==> config.mk <==
export PLATFORM = sky130hd
export DESIGN_NAME = ab_pattern_tx
export DESIGN_NICKNAME = d
export VERILOG_FILES = /design/src/rtl/ab_pattern_tx.sv
export SDC_FILE = /design/constraint.sdc
export NUM_CORES = 1
export LEC_CHECK = 0
export CORE_ASPECT_RATIO = 0.9
export CORE_UTILIZATION = 50
export CTS_BUF_LIST = sky130_fd_sc_hd__clkbuf_4 sky130_fd_sc_hd__clkbuf_8
export CTS_CLUSTER_DIAMETER = 200
export DETAILED_ROUTE_END_ITERATION = 7
export PLACE_DENSITY = 0.89
export SYNTH_ARGS = -nofsm -noshare
export SYNTH_HDL_FRONTEND = slang
export SYNTH_SLANG_ARGS = --single-unit
==> constraint.sdc <==
create_clock -name clk -period 2.6 [get_ports clk]
set_clock_uncertainty 0.2 [all_clocks]
set_input_delay 0.52 -clock clk [delete_from_list [all_inputs] [get_ports clk]]
set_output_delay 0.52 -clock clk [all_outputs]
set_load 0.05 [all_outputs]
==> src/rtl/ab_pattern_tx.sv <==
// Transmit side of the {a,b} symbol link: sends a SYM_COUNT-symbol frame, then one recovery symbol.
// Define AB_TX_CHECK_EN to compare y0/y1 against an internal mirror of the detector and flag err.
module ab_pattern_tx #(
  parameter int SYM_COUNT = 8,
  parameter int CNT_W     = 4
) (
  input  logic                   clk,
  input  logic                   reset,
  input  logic                   cmd_valid,
  output logic                   cmd_ready,
  input  logic [2*SYM_COUNT-1:0] cmd_pattern,
  output logic                   a,
  output logic                   b,
  input  logic                   y0,
  input  logic                   y1,
  output logic                   busy,
  output logic                   done,
  output logic [CNT_W-1:0]       hit_count,
  output logic                   err
);

  localparam int IDX_W = (SYM_COUNT > 1) ? $clog2(SYM_COUNT) : 1;
  localparam logic [IDX_W-1:0] LAST_IDX = IDX_W'(SYM_COUNT - 1);
  localparam logic [1:0] M_S0 = 2'b00;
  localparam logic [1:0] M_S1 = 2'b01;
  localparam logic [1:0] M_S2 = 2'b10;

  typedef enum logic [1:0] {IDLE, SEND, DRAIN, DONE} state_t;

  state_t                 state, state_next;
  logic [2*SYM_COUNT-1:0] shift_reg;
  logic [IDX_W-1:0]       sym_idx;
  logic [1:0]             mirror, mirror_next;
  logic                   accept, last_sym;

  // State register
  always_ff @(posedge clk or posedge reset) begin
    if (reset) state <= IDLE;
    else       state <= state_next;
  end

  // Next-state and status outputs
  always_comb begin
    state_next = state;
    cmd_ready  = (state == IDLE);
    busy       = (state == SEND) || (state == DRAIN);
    done       = (state == DONE);
    accept     = cmd_valid && (state == IDLE);
    last_sym   = (sym_idx == LAST_IDX);
    case (state)
      IDLE:    if (accept) state_next = SEND;
      SEND:    if (last_sym) state_next = DRAIN;
      DRAIN:   state_next = DONE;
      DONE:    state_next = IDLE;
      default: state_next = IDLE;
    endcase
  end

  // Detector next-state rule applied to the symbol currently on the wires
  always_comb begin
    mirror_next = M_S0;
    case (mirror)
      M_S0:    mirror_next = (a && b) ? M_S2 : (a ? M_S1 : M_S0);
      M_S1:    mirror_next = a ? M_S0 : M_S1;
      M_S2:    mirror_next = M_S0;
      default: mirror_next = M_S0;
    endcase
  end

  // Symbol shifter; the recovery symbol is picked from where the detector will be after the last symbol
  always_ff @(posedge clk or posedge reset) begin
    if (reset) begin
      shift_reg <= '0;
      sym_idx   <= '0;
      a         <= 1'b0;
      b         <= 1'b0;
      mirror    <= M_S0;
    end else begin
      mirror <= mirror_next;
      case (state)
        IDLE: begin
          if (accept) begin
            shift_reg <= cmd_pattern >> 2;
            a         <= cmd_pattern[1];
            b         <= cmd_pattern[0];
            sym_idx   <= '0;
          end else begin
            a <= 1'b0;
            b <= 1'b0;
          end
        end
        SEND: begin
          if (last_sym) begin
            a <= (mirror_next == M_S1);
            b <= 1'b0;
          end else begin
            a         <= shift_reg[1];
            b         <= shift_reg[0];
            shift_reg <= shift_reg >> 2;
            sym_idx   <= sym_idx + IDX_W'(1);
          end
        end
        default: begin
          a <= 1'b0;
          b <= 1'b0;
        end
      endcase
    end
  end

  // Saturating hit counter, cleared when a frame is accepted
  always_ff @(posedge clk or posedge reset) begin
    if (reset) begin
      hit_count <= '0;
    end else if (accept) begin
      hit_count <= '0;
    end else if (busy && y0 && (hit_count != {CNT_W{1'b1}})) begin
      hit_count <= hit_count + CNT_W'(1);
    end
  end

`ifdef AB_TX_CHECK_EN
  logic exp_y0, exp_y1, mismatch;

  always_comb begin
    exp_y0   = (mirror == M_S0) && a && b;
    exp_y1   = (mirror == M_S0) || (mirror == M_S1);
    mismatch = busy && ((y0 != exp_y0) || (y1 != exp_y1));
  end

  // Sticky error, cleared only on the next accept
  always_ff @(posedge clk or posedge reset) begin
    if (reset)         err <= 1'b0;
    else if (accept)   err <= 1'b0;
    else if (mismatch) err <= 1'b1;
  end
`else
  logic unused_y1;
  assign unused_y1 = y1;
  assign err       = 1'b0;
`endif

endmodule

* Yosys cells after proc, flatten, opt, wreduce, memory -nomap -nowiden
Cells that the tools add are included.
** Storage, ports and cells
- Bits in registers :: 29
- Output and inout port bits :: 10
- Logic and storage cells :: 51
** Cells by class
- $add $sub $neg :: 2
- Equal/unequal tests :: 10
- Mux-type cells :: 21
- Reduce and logical (&&, ||, !) cells :: 11
** Operators by type and width (number)
- 16-bit 2-to-1 mux :: 2
- 16-bit one-hot mux with 2 select lines :: 1
- 4-bit 2-to-1 mux :: 2
- 2-bit one-hot mux with 4 select lines :: 1
- 2-bit by 1-bit == test with 1-bit output, second input constant :: 3
- 1-bit 2-to-1 mux :: 6
- 2-bit 2-to-1 mux :: 3
- 3-bit 2-to-1 mux :: 2
- 3-bit one-hot mux with 2 select lines :: 1
- 4-bit by 1-bit adder with 4-bit output, second input constant :: 1
- 2-bit == test, second input constant :: 2
- 1-bit logical AND :: 4
- 2-bit logical NOT :: 2
- 2-bit != test, second input constant :: 2
- 4-bit != test, second input constant :: 1
- 1-bit one-hot mux with 2 select lines :: 2
- 2-bit one-hot mux with 2 select lines :: 1
- 2-bit nonzero test :: 2
- 3-bit by 1-bit adder with 3-bit output, second input constant :: 1
- 3-bit == test, second input constant :: 1
- 3-bit AND reduction :: 1
- 2-bit by 1-bit != test with 1-bit output, second input constant :: 1
- 2-bit AND reduction :: 1
- 1-bit logical OR :: 1

* Depth between registers and ports, before layout
Gate-level depths: netlist (run 1).
- Word-level depth :: 6
- Gate-level depth with buffers :: 6

* Worst setup path after synthesis (run 1)
No wires, ideal clock.
- Kind :: flip-flop to flip-flop
- Start point :: register state[0]
- End point :: register shift_reg[0]
- Setup time :: 0.125 ns
- Arrival time :: 1.891 ns
- Data required time :: 2.275 ns
- Setup slack :: 0.384 ns
- Stages on the path, launching flop included :: 7
- Buffers on the path :: 1
- Cell sequence :: dfrtp_1 inv_1 ha_1 nand2b_2 o211ai_4 buf_12 mux2_4
** On the way
- Cells in the longest elaborated chain, start to end :: 4
** RTL lines
- from (decl) :: RTL line 30 : state_t state, state_next;
- from (signal assigned) :: RTL line 39 : else state <= state_next;
- 2-bit logical NOT (*)
- via cmd_ready :: RTL line 10 : output logic cmd_ready,
- 1-bit logical AND :: RTL line 48 : accept = cmd_valid && (state == IDLE);
- 2-bit by 1-bit != test with 1-bit output (no line)
- 3-bit AND reduction (no line)
- to (signal assigned) :: RTL line 83 : shift_reg <= cmd_pattern >> 2;
- to (signal assigned) :: RTL line 99 : shift_reg <= shift_reg >> 2;
- to (decl) :: RTL line 31 : logic [2*SYM_COUNT-1:0] shift_reg;
Mark *: on every way through the listed nets, which the timed path passes. The rest lies on a longest branch.
A chain may end at the register's enable or synchronous reset.

* Final worst setup path (run 1)
- Start point :: register state[0]
- End point :: output port done
** On the way
- Cells in the longest elaborated chain, start to end :: 1
** RTL lines
- 2-bit == test :: RTL line 47 : done = (state == DONE);
- to (decl) :: RTL line 17 : output logic done,
No other way between the ends.

==> flow_summary.yaml, run 1 <==
cts:
  cts_resized: 0
  cts_tree: "done"
  cts_buffers: 3
  postCtsSetupBuffers: 0
  cts_max_level: 1
  cts_buffer_depth: 2
  clock_latency_ns: 0.33
  cts_hold_buf: 0
  clk_pin_slew_ns: 0.15
  cts.sinks: 27
  root_buffer: "clkbuf_4"
timing:
  period_share: 0.9282
  rsz0062_at_grt: "no"
  setup_tns_ns: 0
  fmaxAchievable_ghz: 0.4144
  worstMarginPinSlew_ns: 0.6204
  drv_slew: 0
  relSlewSlack: 0.5844
  worst_slack_ns: 0.1867
  layout_min_cycle_time_ns: 2.413
  setup_violations: 0
  hold_viol: 0
  timing.hold.ws_ns: 0.2693
synth:
  ys.warnings.count: 0
  synth_seq_area_share: 0.4433
  ys_types: 37
  synth_cells: 127
  netlist_area_um2: 1524
  syn_area_per_cell_um2: 12.00
  ys_ff_latch: 27
  synth_nets: 156
layout:
  layout_common_cells: "dfrtp_1 (27), clkdlybuf4s50_1 (26), mux2_4 (10), nand2_1 (9)"
  stdcell_area_um2: 1844
  drive_gt1_frac: 0.1923
  num_antenna_cells: 0
  n_fill_cell: 231
  syn_to_final_growth_pct: 21.02
  multi_input_area_um2: 778.2
  final_util: 0.6551
  largest_reg_flops: 14
  final_common_cell: "dfrtp_1"
  seq_area_um2: 675.6
  fin_nets: 186
floorplanning:
  die_h_um: 54.38
  io_pins: 31
  die_x_um: 60.20
  core_area_um2: 2815
  start_util: 0.5413
  rows: 18
  dieArea_um2: 3273
global_route:
  grt_overflow_total: 0
  grt_pass1_wl_mm: 4.823
  grt_max_degree: 28
  antenna_found_initial: 0
  grtUsageTotal: 0.2029
  grt_pass1_vias: 1048
critical_path:
  critical_path_class: "flip-flop to output port"
  cp_data_required_time_ns: 1.88
  reg2reg_from: "sym_idx[1]"
  r2r_slack_ns: 0.44
  r2r-end: "shift_reg[11]"
  reg2reg_depth: 5
  cp-startpoint: "state[0]"
  arrival_ns: 1.69
  path_max_fanout: 3
  start_kind: "flip-flop"
  end_kind: "output port"
hold_path:
  hold_class: "flip-flop to flip-flop"
  worstHoldPathCells: 1
  hold_start: "mirror[1]"
  worstHoldEndpoint: "mirror[0]"
place:
  finalWeightedCongestion: 0.7259
  port_buffers: 28
  dpl_cell_area_um2: 1817
  dp_hpwl_mm: 2.272
  place_ws_ns: 0.3366
route:
  viasPerCell: 5.342
  num_vias: 1047
  first_pass_iters: 6
  routedWlPerCell_um: 15.14
  ant_nets: 0
  drc: 0
  drt-initial-drc-count: 38
  routed_wl_mm: 2.968
power_and_ir_drop:
  p_leak_nw: 0.8265
  powerDensity_nw_per_um2: 1267
  peakVddDrop_v: 0.0007311
run_status:
  status: "completed"
run:
  maxCapViolations: 0
-- layout make-up --
type	instances	area share
sequential	27	0.3663
timing repair buffer	31	0.1615
clock inverter	1	0.002714
clock buffer	3	0.01221
multi-input combinational	90	0.4220
inverter	4	0.008141
tap	40	0.02714
-- power by group --
part | switching (mW) | internal, mW
combinational | 0.720 | 0.673
clock | 0.126 | 0.0577
sequential | 0.143 | 0.618
-- routing by layer --
metal	track usage	up-vias	wire length [µm]
li1	-	513	-
met1	0.2451	503	1277
met2	0.3736	31	1550
met3	0.05201	0	139
met4	0.02326	0	0
met5	0	-	0
-- synth_stat cells, drive strengths merged --
| master | instances | share of area |
|---|---|---|
| a221o | 2 | 0.013 |
| nand3b | 2 | 0.0098 |
| a32o | 1 | 0.0066 |
| and2b | 1 | 0.0049 |
| a21oi | 7 | 0.023 |
| buf | 5 | 0.034 |
| nor3 | 1 | 0.0033 |
| or3 | 2 | 0.0082 |
| o311ai | 1 | 0.0057 |
| ha | 8 | 0.066 |
| o41ai | 1 | 0.0057 |
| inv | 4 | 0.0098 |
| clkbuf | 1 | 0.0025 |
| mux2i | 1 | 0.0066 |
| a22o | 4 | 0.023 |
| or3b | 2 | 0.011 |
| conb | 1 | 0.0025 |
| nand2b | 4 | 0.018 |
| and2 | 1 | 0.0041 |
| o211ai | 1 | 0.014 |
| mux2 | 25 | 0.21 |
| nor2 | 4 | 0.0098 |
| nand3 | 2 | 0.0066 |
| nor2b | 1 | 0.0041 |
| dfrtp | 27 | 0.44 |
| and3 | 1 | 0.0041 |
| or2 | 1 | 0.0041 |
| nand2 | 9 | 0.022 |
| o21ai | 6 | 0.020 |
| o31ai | 1 | 0.0049 |
-- cell families after synthesis --
family / Yosys count / synth area share
AND/OR/NAND/NOR: 31 / 0.1108
multiplexers: 26 / 0.2159
other: 1 / 0.002461
adder cells (fa/ha/maj): 8 / 0.06568
AO/OA/AOI/OAI: 24 / 0.1158
flip-flops: 27 / 0.4434
buffers and inverters: 10 / 0.04597
-- metrics by stage --
| stage | power, mW | instances |
|---|---|---|
| 2_1_floorplan | 1.892 | 127 |
| 3_3_place_gp | 2.073 | 192 |
| 3_5_place_dp | 2.166 | 192 |
| 4_1_cts | 2.352 | 196 |
| 5_1_grt | 2.495 | 196 |
| 6_report | 2.336 | 196 |
-- critical path: stages, from the launching register on --
cell and delay (ns):
dfrtp_1 0.42, ha_1 0.16, clkdlybuf4s50_1 0.79
-- worst max path at each step --
stage	depth (start not counted)	slack [ns]	to
global placement	4	0.37	shift_reg[9]
CTS	2	0.17	done
detailed placement	4	0.34	shift_reg[11]
floorplan	6	0.38	shift_reg[0]
global route	2	0.11	done
finish	2	0.19	done
Power figures use the tool's default switching activity.
==> inputs of run 2 (changes only) <==
--- a/config.mk
+++ b/config.mk
@@ -7,7 +7,6 @@
 export LEC_CHECK = 0
 export CORE_ASPECT_RATIO = 0.9
 export CORE_UTILIZATION = 50
-export CTS_BUF_LIST = sky130_fd_sc_hd__clkbuf_4 sky130_fd_sc_hd__clkbuf_8
 export CTS_CLUSTER_DIAMETER = 200
 export DETAILED_ROUTE_END_ITERATION = 7
 export PLACE_DENSITY = 0.89
==> results of run 2 <==
Final layout, timing and power as in run 1 (identical DEF).
